===== config.mk =====
export PLATFORM = sky130hd
export DESIGN_NAME = pc_fetch_sequencer_flat
export DESIGN_NICKNAME = d
export VERILOG_FILES = /design/src/rtl/pc_fetch_sequencer_if.sv /design/src/rtl/pc_fetch_sequencer.sv /design/src/flat_wrapper.sv
export SDC_FILE = /design/constraint.sdc
export NUM_CORES = 1
export LEC_CHECK = 0
export CORE_ASPECT_RATIO = 0.5
export CORE_UTILIZATION = 44
export DETAILED_ROUTE_END_ITERATION = 16
export MAX_ROUTING_LAYER = met4
export PLACE_DENSITY = 0.81
export SYNTH_ARGS = -nofsm -noshare
export SYNTH_HDL_FRONTEND = slang
export SYNTH_SLANG_ARGS = --single-unit

===== constraint.sdc =====
create_clock -name clk -period 2.41 [get_ports clk]
set_input_delay 0.3615 -clock clk [delete_from_list [all_inputs] [get_ports clk]]
set_output_delay 0.3615 -clock clk [all_outputs]
set_load 0.05 [all_outputs]

===== src/rtl/pc_fetch_sequencer_if.sv =====
`default_nettype none
// ============================================================================
// Module      : pc_fetch_sequencer_if
// Description : Bundles the instruction-memory handshake, the datapath
//               framing signals and the run-control signals of the fetch
//               sequencer.
//               master modport : sequencer side (drives PC, requests, status)
//               slave  modport : memory / datapath / control side
//               Optional macro MISALIGN_TRAP_EN adds the misalign_trap signal.
// Revision    : 1.0 - initial release
// ----------------------------------------------------------------------------
// Signals:
//   imem_req     seq->mem   fetch request, held until imem_gnt
//   imem_addr    seq->mem   fetch address (= pc)
//   imem_gnt     mem->seq   memory accepts the request this cycle
//   imem_rvalid  mem->seq   read data valid
//   imem_rdata   mem->seq   instruction word
//   instr        seq->dp    latched instruction
//   instr_valid  seq->dp    instr valid, held until exec_done
//   exec_done    dp->seq    current instruction retires
//   branch       dp->seq    instruction is a branch
//   zero_flag    dp->seq    ALU zero result
//   pc_branch    dp->seq    branch target
//   pc           seq->dp    current PC
//   pc_src       seq->dp    registered (branch & zero_flag) of last retirement
//   halt_req     ctl->seq   stop after the current instruction retires
//   resume       ctl->seq   leave HALT
//   halted       seq->ctl   sequencer is halted
//   fetch_err    seq->ctl   sticky fetch timeout fault
//   misalign_trap seq->ctl  sticky misaligned-branch trap (MISALIGN_TRAP_EN)
// ============================================================================
interface pc_fetch_sequencer_if #(
    parameter int XLEN = 32
);
    logic            imem_req;
    logic [XLEN-1:0] imem_addr;
    logic            imem_gnt;
    logic            imem_rvalid;
    logic [31:0]     imem_rdata;
    logic [31:0]     instr;
    logic            instr_valid;
    logic            exec_done;
    logic            branch;
    logic            zero_flag;
    logic [XLEN-1:0] pc_branch;
    logic [XLEN-1:0] pc;
    logic            pc_src;
    logic            halt_req;
    logic            resume;
    logic            halted;
    logic            fetch_err;
`ifdef MISALIGN_TRAP_EN
    logic            misalign_trap;
`endif

    modport master (
        input  imem_gnt, imem_rvalid, imem_rdata,
        input  exec_done, branch, zero_flag, pc_branch,
        input  halt_req, resume,
`ifdef MISALIGN_TRAP_EN
        output misalign_trap,
`endif
        output imem_req, imem_addr, instr, instr_valid,
        output pc, pc_src, halted, fetch_err
    );

    modport slave (
        output imem_gnt, imem_rvalid, imem_rdata,
        output exec_done, branch, zero_flag, pc_branch,
        output halt_req, resume,
`ifdef MISALIGN_TRAP_EN
        input  misalign_trap,
`endif
        input  imem_req, imem_addr, instr, instr_valid,
        input  pc, pc_src, halted, fetch_err
    );
endinterface
`default_nettype wire


===== src/rtl/pc_fetch_sequencer.sv =====
`default_nettype none
// ============================================================================
// Module      : pc_fetch_sequencer
// Description : Owns the architectural PC and sequences one instruction at a
//               time: fetch request -> memory response -> execute -> next-PC.
//               Configuration macro: MISALIGN_TRAP_EN
//                 defined   : a taken branch to a non word-aligned target
//                             leaves pc unchanged, halts and raises the
//                             sticky misalign_trap output.
//                 undefined : the branch target is word-aligned by forcing
//                             bits [1:0] to zero; no trap output exists.
// Revision    : 1.0 - initial release
// ----------------------------------------------------------------------------
// Ports:
//   clk    in  single clock, rising edge
//   rst_n  in  asynchronous active-low reset
//   bus    pc_fetch_sequencer_if.master (memory handshake, datapath framing,
//          run control; see the interface file for the signal list)
// Parameters:
//   XLEN         address / data width
//   RESET_PC     PC loaded on reset
//   TIMEOUT_CYC  max cycles waiting for imem_rvalid before a fault; 0 = off
// ============================================================================
module pc_fetch_sequencer #(
    parameter int              XLEN        = 32,
    parameter logic [XLEN-1:0] RESET_PC    = '0,
    parameter int              TIMEOUT_CYC = 255
) (
    input  wire logic            clk,
    input  wire logic            rst_n,
    pc_fetch_sequencer_if.master bus
);

    // Counter only needs to reach TIMEOUT_CYC-1.
    localparam int                c_CNT_W      = (TIMEOUT_CYC > 1) ? $clog2(TIMEOUT_CYC) : 1;
    localparam logic [c_CNT_W-1:0] c_CNT_LAST  = c_CNT_W'((TIMEOUT_CYC > 0) ? TIMEOUT_CYC - 1 : 0);
    localparam bit                c_TIMEOUT_EN = (TIMEOUT_CYC != 0);
    localparam logic [XLEN-1:0]   c_PC_STEP    = XLEN'(4);

    typedef enum logic [2:0] {
        S_IDLE  = 3'd0,
        S_FETCH = 3'd1,
        S_WAIT  = 3'd2,
        S_EXEC  = 3'd3,
        S_HALT  = 3'd4
    } state_t;

    state_t             r_state,     w_state_nxt;
    logic [XLEN-1:0]    r_pc,        w_pc_nxt;
    logic [31:0]        r_instr,     w_instr_nxt;
    logic               r_pc_src,    w_pc_src_nxt;
    logic [c_CNT_W-1:0] r_cnt,       w_cnt_nxt;
    logic               r_fetch_err, w_fetch_err_nxt;
`ifdef MISALIGN_TRAP_EN
    logic               r_trap,      w_trap_nxt;
`endif

    logic               w_taken;
    logic [XLEN-1:0]    w_pc_seq;

    // ------------------------------------------------------------------
    // State and datapath registers
    // ------------------------------------------------------------------
    always_ff @(posedge clk or negedge rst_n) begin
        if (!rst_n) begin
            r_state     <= S_IDLE;
            r_pc        <= RESET_PC;
            r_instr     <= '0;
            r_pc_src    <= 1'b0;
            r_cnt       <= '0;
            r_fetch_err <= 1'b0;
`ifdef MISALIGN_TRAP_EN
            r_trap      <= 1'b0;
`endif
        end else begin
            r_state     <= w_state_nxt;
            r_pc        <= w_pc_nxt;
            r_instr     <= w_instr_nxt;
            r_pc_src    <= w_pc_src_nxt;
            r_cnt       <= w_cnt_nxt;
            r_fetch_err <= w_fetch_err_nxt;
`ifdef MISALIGN_TRAP_EN
            r_trap      <= w_trap_nxt;
`endif
        end
    end

    // ------------------------------------------------------------------
    // Next-state and next-datapath logic
    // ------------------------------------------------------------------
    always_comb begin
        w_state_nxt     = r_state;
        w_pc_nxt        = r_pc;
        w_instr_nxt     = r_instr;
        w_pc_src_nxt    = r_pc_src;
        w_cnt_nxt       = r_cnt;
        w_fetch_err_nxt = r_fetch_err;
`ifdef MISALIGN_TRAP_EN
        w_trap_nxt      = r_trap;
`endif
        w_taken  = bus.branch & bus.zero_flag;
        w_pc_seq = r_pc + c_PC_STEP;   // wraps modulo 2^XLEN

        case (r_state)
            S_IDLE: begin
                w_state_nxt = bus.halt_req ? S_HALT : S_FETCH;
            end

            S_FETCH: begin
                // halt_req is deliberately not looked at here: an issued
                // request always completes and retires first.
                if (bus.imem_gnt) begin
                    if (bus.imem_rvalid) begin
                        w_instr_nxt = bus.imem_rdata;
                        w_state_nxt = S_EXEC;
                    end else begin
                        w_cnt_nxt   = '0;
                        w_state_nxt = S_WAIT;
                    end
                end
            end

            S_WAIT: begin
                if (bus.imem_rvalid) begin
                    w_instr_nxt = bus.imem_rdata;
                    w_cnt_nxt   = '0;
                    w_state_nxt = S_EXEC;
                end else if (c_TIMEOUT_EN && (r_cnt == c_CNT_LAST)) begin
                    // PC is left alone so resume re-fetches the same address.
                    w_fetch_err_nxt = 1'b1;
                    w_cnt_nxt       = '0;
                    w_state_nxt     = S_HALT;
                end else begin
                    w_cnt_nxt = r_cnt + 1'b1;
                end
            end

            S_EXEC: begin
                if (bus.exec_done) begin
                    w_pc_src_nxt = w_taken;
`ifdef MISALIGN_TRAP_EN
                    if (w_taken && (bus.pc_branch[1:0] != 2'b00)) begin
                        w_trap_nxt  = 1'b1;
                        w_state_nxt = S_HALT;
                    end else begin
                        w_pc_nxt    = w_taken ? bus.pc_branch : w_pc_seq;
                        w_state_nxt = bus.halt_req ? S_HALT : S_FETCH;
                    end
`else
                    w_pc_nxt    = w_taken ? {bus.pc_branch[XLEN-1:2], 2'b00} : w_pc_seq;
                    w_state_nxt = bus.halt_req ? S_HALT : S_FETCH;
`endif
                end
            end

            S_HALT: begin
                // resume has priority over a concurrent halt_req; the halt
                // request then takes effect at the next retirement.
                if (bus.resume) begin
                    w_fetch_err_nxt = 1'b0;
`ifdef MISALIGN_TRAP_EN
                    w_trap_nxt      = 1'b0;
`endif
                    w_state_nxt     = S_FETCH;
                end
            end

            default: begin
                w_state_nxt = S_IDLE;
            end
        endcase
    end

    // ------------------------------------------------------------------
    // Outputs: all decoded from registered state
    // ------------------------------------------------------------------
    assign bus.imem_req    = (r_state == S_FETCH);
    assign bus.imem_addr   = r_pc;
    assign bus.instr       = r_instr;
    assign bus.instr_valid = (r_state == S_EXEC);
    assign bus.pc          = r_pc;
    assign bus.pc_src      = r_pc_src;
    assign bus.halted      = (r_state == S_HALT);
    assign bus.fetch_err   = r_fetch_err;
`ifdef MISALIGN_TRAP_EN
    assign bus.misalign_trap = r_trap;
`endif

endmodule
`default_nettype wire


===== src/flat_wrapper.sv =====
// flat-port wrapper written by rule: the top's interface ports become plain ports
module pc_fetch_sequencer_flat 
#(
    parameter int              XLEN        = 32,
    parameter logic [XLEN-1:0] RESET_PC    = '0,
    parameter int              TIMEOUT_CYC = 255
)
  (clk, rst_n, bus_imem_gnt, bus_imem_rvalid, bus_imem_rdata, bus_exec_done, bus_branch, bus_zero_flag, bus_pc_branch, bus_halt_req, bus_resume, bus_imem_req, bus_imem_addr, bus_instr, bus_instr_valid, bus_pc, bus_pc_src, bus_halted, bus_fetch_err);
  pc_fetch_sequencer_if #(.XLEN(XLEN)) bus_i ();
  input  wire logic clk;
  input  wire logic rst_n;
  input wire logic [$bits(bus_i.imem_gnt)-1:0] bus_imem_gnt;
  input wire logic [$bits(bus_i.imem_rvalid)-1:0] bus_imem_rvalid;
  input wire logic [$bits(bus_i.imem_rdata)-1:0] bus_imem_rdata;
  input wire logic [$bits(bus_i.exec_done)-1:0] bus_exec_done;
  input wire logic [$bits(bus_i.branch)-1:0] bus_branch;
  input wire logic [$bits(bus_i.zero_flag)-1:0] bus_zero_flag;
  input wire logic [$bits(bus_i.pc_branch)-1:0] bus_pc_branch;
  input wire logic [$bits(bus_i.halt_req)-1:0] bus_halt_req;
  input wire logic [$bits(bus_i.resume)-1:0] bus_resume;
  output wire logic [$bits(bus_i.imem_req)-1:0] bus_imem_req;
  output wire logic [$bits(bus_i.imem_addr)-1:0] bus_imem_addr;
  output wire logic [$bits(bus_i.instr)-1:0] bus_instr;
  output wire logic [$bits(bus_i.instr_valid)-1:0] bus_instr_valid;
  output wire logic [$bits(bus_i.pc)-1:0] bus_pc;
  output wire logic [$bits(bus_i.pc_src)-1:0] bus_pc_src;
  output wire logic [$bits(bus_i.halted)-1:0] bus_halted;
  output wire logic [$bits(bus_i.fetch_err)-1:0] bus_fetch_err;
  assign bus_i.imem_gnt = bus_imem_gnt;
  assign bus_i.imem_rvalid = bus_imem_rvalid;
  assign bus_i.imem_rdata = bus_imem_rdata;
  assign bus_i.exec_done = bus_exec_done;
  assign bus_i.branch = bus_branch;
  assign bus_i.zero_flag = bus_zero_flag;
  assign bus_i.pc_branch = bus_pc_branch;
  assign bus_i.halt_req = bus_halt_req;
  assign bus_i.resume = bus_resume;
  assign bus_imem_req = bus_i.imem_req;
  assign bus_imem_addr = bus_i.imem_addr;
  assign bus_instr = bus_i.instr;
  assign bus_instr_valid = bus_i.instr_valid;
  assign bus_pc = bus_i.pc;
  assign bus_pc_src = bus_i.pc_src;
  assign bus_halted = bus_i.halted;
  assign bus_fetch_err = bus_i.fetch_err;
  pc_fetch_sequencer #(.XLEN(XLEN), .RESET_PC(RESET_PC), .TIMEOUT_CYC(TIMEOUT_CYC)) u_core (.clk(clk), .rst_n(rst_n), .bus(bus_i));
endmodule

After elaboration in Yosys (flattened, before gate mapping)
Cells that the tools add are included.
Widths: inputs -> output; s select.
{ "word_totals": {"register_bits": 77, "out_inout_bits": 101, "wordCells": 50, "inputBits": 73} }
{ "classes": {"n_eq_ne": 12, "n_reduce_logical": 8, "bitwise_logic": 1, "n_mux": 21, "n_addsub": 2} }
{ "ops": {"columns": ["operator", "n"], "rows": [
  ["$mux 32", 3],
  ["$pmux 32 s2", 1],
  ["$add 32x3->32 const B", 1],
  ["$mux 8", 4],
  ["$mux 3", 6],
  ["$pmux 8 s2", 1],
  ["$pmux 3 s5", 1],
  ["$ne 2x2->1 const B", 5],
  ["$add 8x1->8 const B", 1],
  ["$eq 8x8->1 const B", 1],
  ["$reduce_and 4->1", 2],
  ["$eq 3x2->1 const B", 2],
  ["$mux 1", 4],
  ["$reduce_and 2->1", 2],
  ["$reduce_bool 2->1", 2],
  ["$eq 3x1->1 const B", 1],
  ["$eq 3x3->1 const B", 1],
  ["$logic_not 3->1", 1],
  ["$ne 3x2->1 const B", 1],
  ["$reduce_and 3->1", 1],
  ["$ne 2x1->1 const B", 1],
  ["$pmux 1 s2", 1],
  ["$and 1x1->1", 1]
]} }

Longest topological paths before layout
{ "depth": {"depth_word": 4, "depth_mapped": 7, "mapped_depth_nobuf": 6} }

Worst setup path after synthesis
OpenSTA, ideal clock, no wires.
{ "synth_path": {"path_type": "reg2reg", "startpoint": "register u_core.r_pc[2], in the netlist u_core.bus.imem_addr[2]", "endpoint": "register u_core.r_pc[28], in the netlist u_core.bus.imem_addr[28]", "path_buffers": 0, "arrival_ns": 2.080, "path_stages_with_launch": 6, "setup_slack_ns": 0.236, "setup_ns": 0.094, "synth_period_minus_slack_ns": 2.174, "required_time_ns": 2.316, "cell_sequence": "dfrtp_1 ha_1 nand3_1 or3_1 or3_1 a211oi_1"} }
{ "synth_via": {"elab_chain_len": 2} }
{ "synth_lines": {"columns": ["item", "line_no", "text"], "rows": [
  ["from (decl)", "pc_fetch_sequencer.sv:49", "logic [XLEN-1:0] r_pc, w_pc_nxt;"],
  ["from (signal assigned)", "pc_fetch_sequencer.sv:77", "r_pc <= w_pc_nxt;"],
  ["$add 32x3->32", "pc_fetch_sequencer.sv:102", "w_pc_seq = r_pc + c_PC_STEP;"],
  ["$mux 32", "pc_fetch_sequencer.sv:150", "w_pc_nxt = w_taken ? {bus.pc_branch[XLEN-1:2], 2'b00} : w_pc_seq;"]
]} }
No other way between the ends.
A chain may end at the register's enable or synchronous reset.

Final worst setup path
{ "layout_path": {"startpoint": "register u_core.r_state[1]", "endpoint": "output port bus_halted"} }
{ "layout_via": {"elab_chain_len": 1} }
{ "layout_lines": {"columns": ["item", "line_no", "text"], "rows": [
  ["from (decl)", "pc_fetch_sequencer.sv:48", "state_t r_state, w_state_nxt;"],
  ["from (signal assigned)", "pc_fetch_sequencer.sv:76", "r_state <= w_state_nxt;"],
  ["$eq 3x3->1", "pc_fetch_sequencer.sv:183", "assign bus.halted = (r_state == S_HALT);"],
  ["to (decl)", "flat_wrapper.sv:27", "output wire logic [$bits(bus_i.halted)-1:0] bus_halted;"]
]} }
No other way between the ends.

==> out/metrics.cfg <==
[pwr]
pwr-share-seq_pct=26.3
p_sw_share_pct=48.8
peakVddDrop_mv=0.639
fin_total_pwr_mw=8.59
p_int_mw=4.40
net-switching-power_mw=4.19
clkPwrFrac_pct=17.5
p_per_area_mw_per_mm2=1360
combPwrFrac_pct=56.1
p_leak_nw=2.47

[sta]
min_period_ps=2190
fin_ws_ps=224
final.period_utilization_pct=90.7
rsz0062_at_grt=no
clock_skew_ps=6.11
finalSetupViolCount=0
slew_headroom_pct=53.0
final.setup.tns_ps=0
hold_ws_ps=-0.696
hold_violations=1
drv_slew=0
max_freq_ghz=0.458
worstMarginPinSlew_ps=698

[job]
drv_cap=0

[run_status]
status=finished with violations
failed_checks=negative hold slack

[synth]
ys_ff_latch=75
synth_area_leaders=dfrtp_1, mux2_2, buf_4
synth_top_cell_by_area=dfrtp_1
synth_edf_count=0
async_flop_share_pct=100
syn_avg_cell_area_um2=9.62
syn_inst=450
yosysTopAreaCellShare_pct=43.4
ys_seq_area_share_pct=43.4
synth-warning-count=0
synth_ff_type=dfrtp_1
yosysUniqueCellTypes=58
syn_area_mm2=0.00433

[finish]
final_common_cell=clkdlybuf4s50_1
n_fill_cell=757
final_util_pct=66.3
finish.instance_area_mm2=0.00630
final_cells=726
final_cell_mix=clkdlybuf4s50_1, dfrtp_1, nand2_1
syn_to_final_growth_pct=45.5
n_antenna_cell=0
drive_above_1_share_pct=13.4
nNetsFinal=662

[die]
die_h_um=72.1
rows=25
dieArea_mm2=0.0103
initial_utilization_pct=45.5
coreArea_mm2=0.00951
chipWidth_um=142
boundaryPins=174

[drt]
drt_first_pass_iters=5
vias_per_cell=5.50
drcViolationCount=0
drt_iter0_drc=367
ant_nets=0
vias=3996
wl_per_cell_um=15.9
drt-total-wl_mm=11.5

[critical_path]
arrival_ps=1820
cp-startpoint=u_core.r_state[1]
worstReg2RegStart=u_core.bus.imem_addr[2]
path_class=flop to primary output
crit_fanout=15
rr_worst_depth=5
startpoint_type=flop
worst_ep_required_time_ps=2050
ff2ff_setup_slack_ps=380
worstSetupEndpointType=primary output
r2r-end=u_core.bus.imem_addr[28]

[placement]
dp.final_hpwl_mm=8.18
pre_cts_slack_ps=243
placed_area_mm2=0.00597
gp_congestion=0.862
dp.cells=710
io_buffers=167

[global_route]
grt_use_total_pct=24.3
antenna_found_initial=0
grt-ovfl-total=0
grt_pass1_vias=3779
grt_pass1_wl_mm=18.9
grt_max_degree=76

[clock_tree]
cts_tree=yes
htreeDepth=3
cts_inserted_buffers=9
clk_path_buf_depth=2
worstSkewPairLatency_ps=340
cts.clk_slew.worst_paths_ps=60
ctsHoldBuffers=0
clock-sinks=75
cts_root_buffer=clkbuf_16

[worst_hold_path]
hold_path_class=input port to async pin

-- sequential cells by signal, indices dropped and copies added (netlist names) --
name,flops
u_core.r_cnt,8
u_core.r_state,3
u_core.bus.fetch_err,1
u_core.bus.imem_addr,30
u_core.bus.instr,32
u_core.bus.pc_src,1
-- layout make-up --
cell class | count | area, um^2 | area share [%]
clock buffers | 9 | 225 | 3.57
clock inverters | 7 | 106 | 1.69
inverters | 4 | 15.0 | 0.238
multi-input cells | 310 | 2050 | 32.6
flip-flops and latches | 75 | 1880 | 29.8
well taps | 135 | 169 | 2.68
repair buffers | 186 | 1860 | 29.5
-- worst max-delay path by stage --
stage,to,slack [ps],depth (start not counted)
after detailed placement,u_core.r_cnt[2],240,5
after floorplan,u_core.bus.imem_addr[28],240,5
after global routing,bus_halted,100,4
after CTS,bus_halted,230,4
final,bus_halted,220,4
after global placement,u_core.bus.imem_addr[26],280,6
-- power groups by stage --
| stage | Clock [mW] | Sequential, mW | Combinational [mW] |
|---|---|---|---|
| 2_1_floorplan | 0 | 3.71 | 1.90 |
| 3_3_place_gp | 0 | 2.24 | 4.77 |
| 3_5_place_dp | 0 | 2.26 | 4.83 |
| 4_1_cts | 1.52 | 2.26 | 4.85 |
| 5_1_grt | 1.59 | 2.35 | 5.02 |
| 6_report | 1.50 | 2.26 | 4.82 |
-- cell families after synthesis --
logic type | synth area share, %
and+or+nand+nor | 22.6
AOI/OAI and AO/OA | 13.6
DFF | 43.4
buffers and inverters | 9.77
muxes | 8.56
xor gates and xnor gates | 1.21
adders and majority gates | 0.867
other | 0.0866
-- timing repair --
action,in CTS,in global routing
endpoints found under the setup margin,2,0
setup buffers,0,0
gates resized for setup,2,0
-- worst max-delay path, stage by stage, from the launching register on --
cell           delay, ps
dfrtp_1              530
nor2_1               240
nand2_1              100
inv_1                 90
dlygate4sd2_1        530
-- synthesized netlist by cell type, types with 2 or more instances --
library cell / count
dfrtp_1: 75
nand2_1: 35
buf_4: 34
mux2_2: 32
nor2_1: 28
a21oi_1: 25
nand3_1: 25
clkbuf_1: 18
o21ai_0: 14
nand4_1: 13
or3_1: 12
and3_1: 9
buf_2: 8
nand2b_1: 8
nor3_1: 8
a211oi_1: 6
and2_1: 6
nor4_1: 6
xnor2_1: 6
o22ai_1: 5
a22oi_1: 4
a31oi_1: 4
buf_6: 4
inv_1: 4
or4_1: 4
and3_2: 3
and4_1: 3
ha_1: 3
nand3b_1: 3
o211ai_1: 3
o311ai_0: 3
o31a_1: 3
o32ai_1: 3
o41ai_1: 3
a2bb2oi_1: 2
a32oi_1: 2
nand4_4: 2
nand4b_1: 2
nor3b_1: 2
o2bb2ai_1: 2
-- routing by layer --
| layer | GRT usage [%] | part of all wire [%] | vias to the layer above |
|---|---|---|---|
| met1 | 30.1 | 43 | 1945 |
| met5 | - | 0 | - |
| li1 | - | - | 1898 |
| met2 | 40.6 | 51 | 133 |
| met4 | 6.09 | 1.3 | 0 |
| met3 | 5.68 | 5.0 | 20 |
No activity file was read; power rests on OpenSTA's default activity.
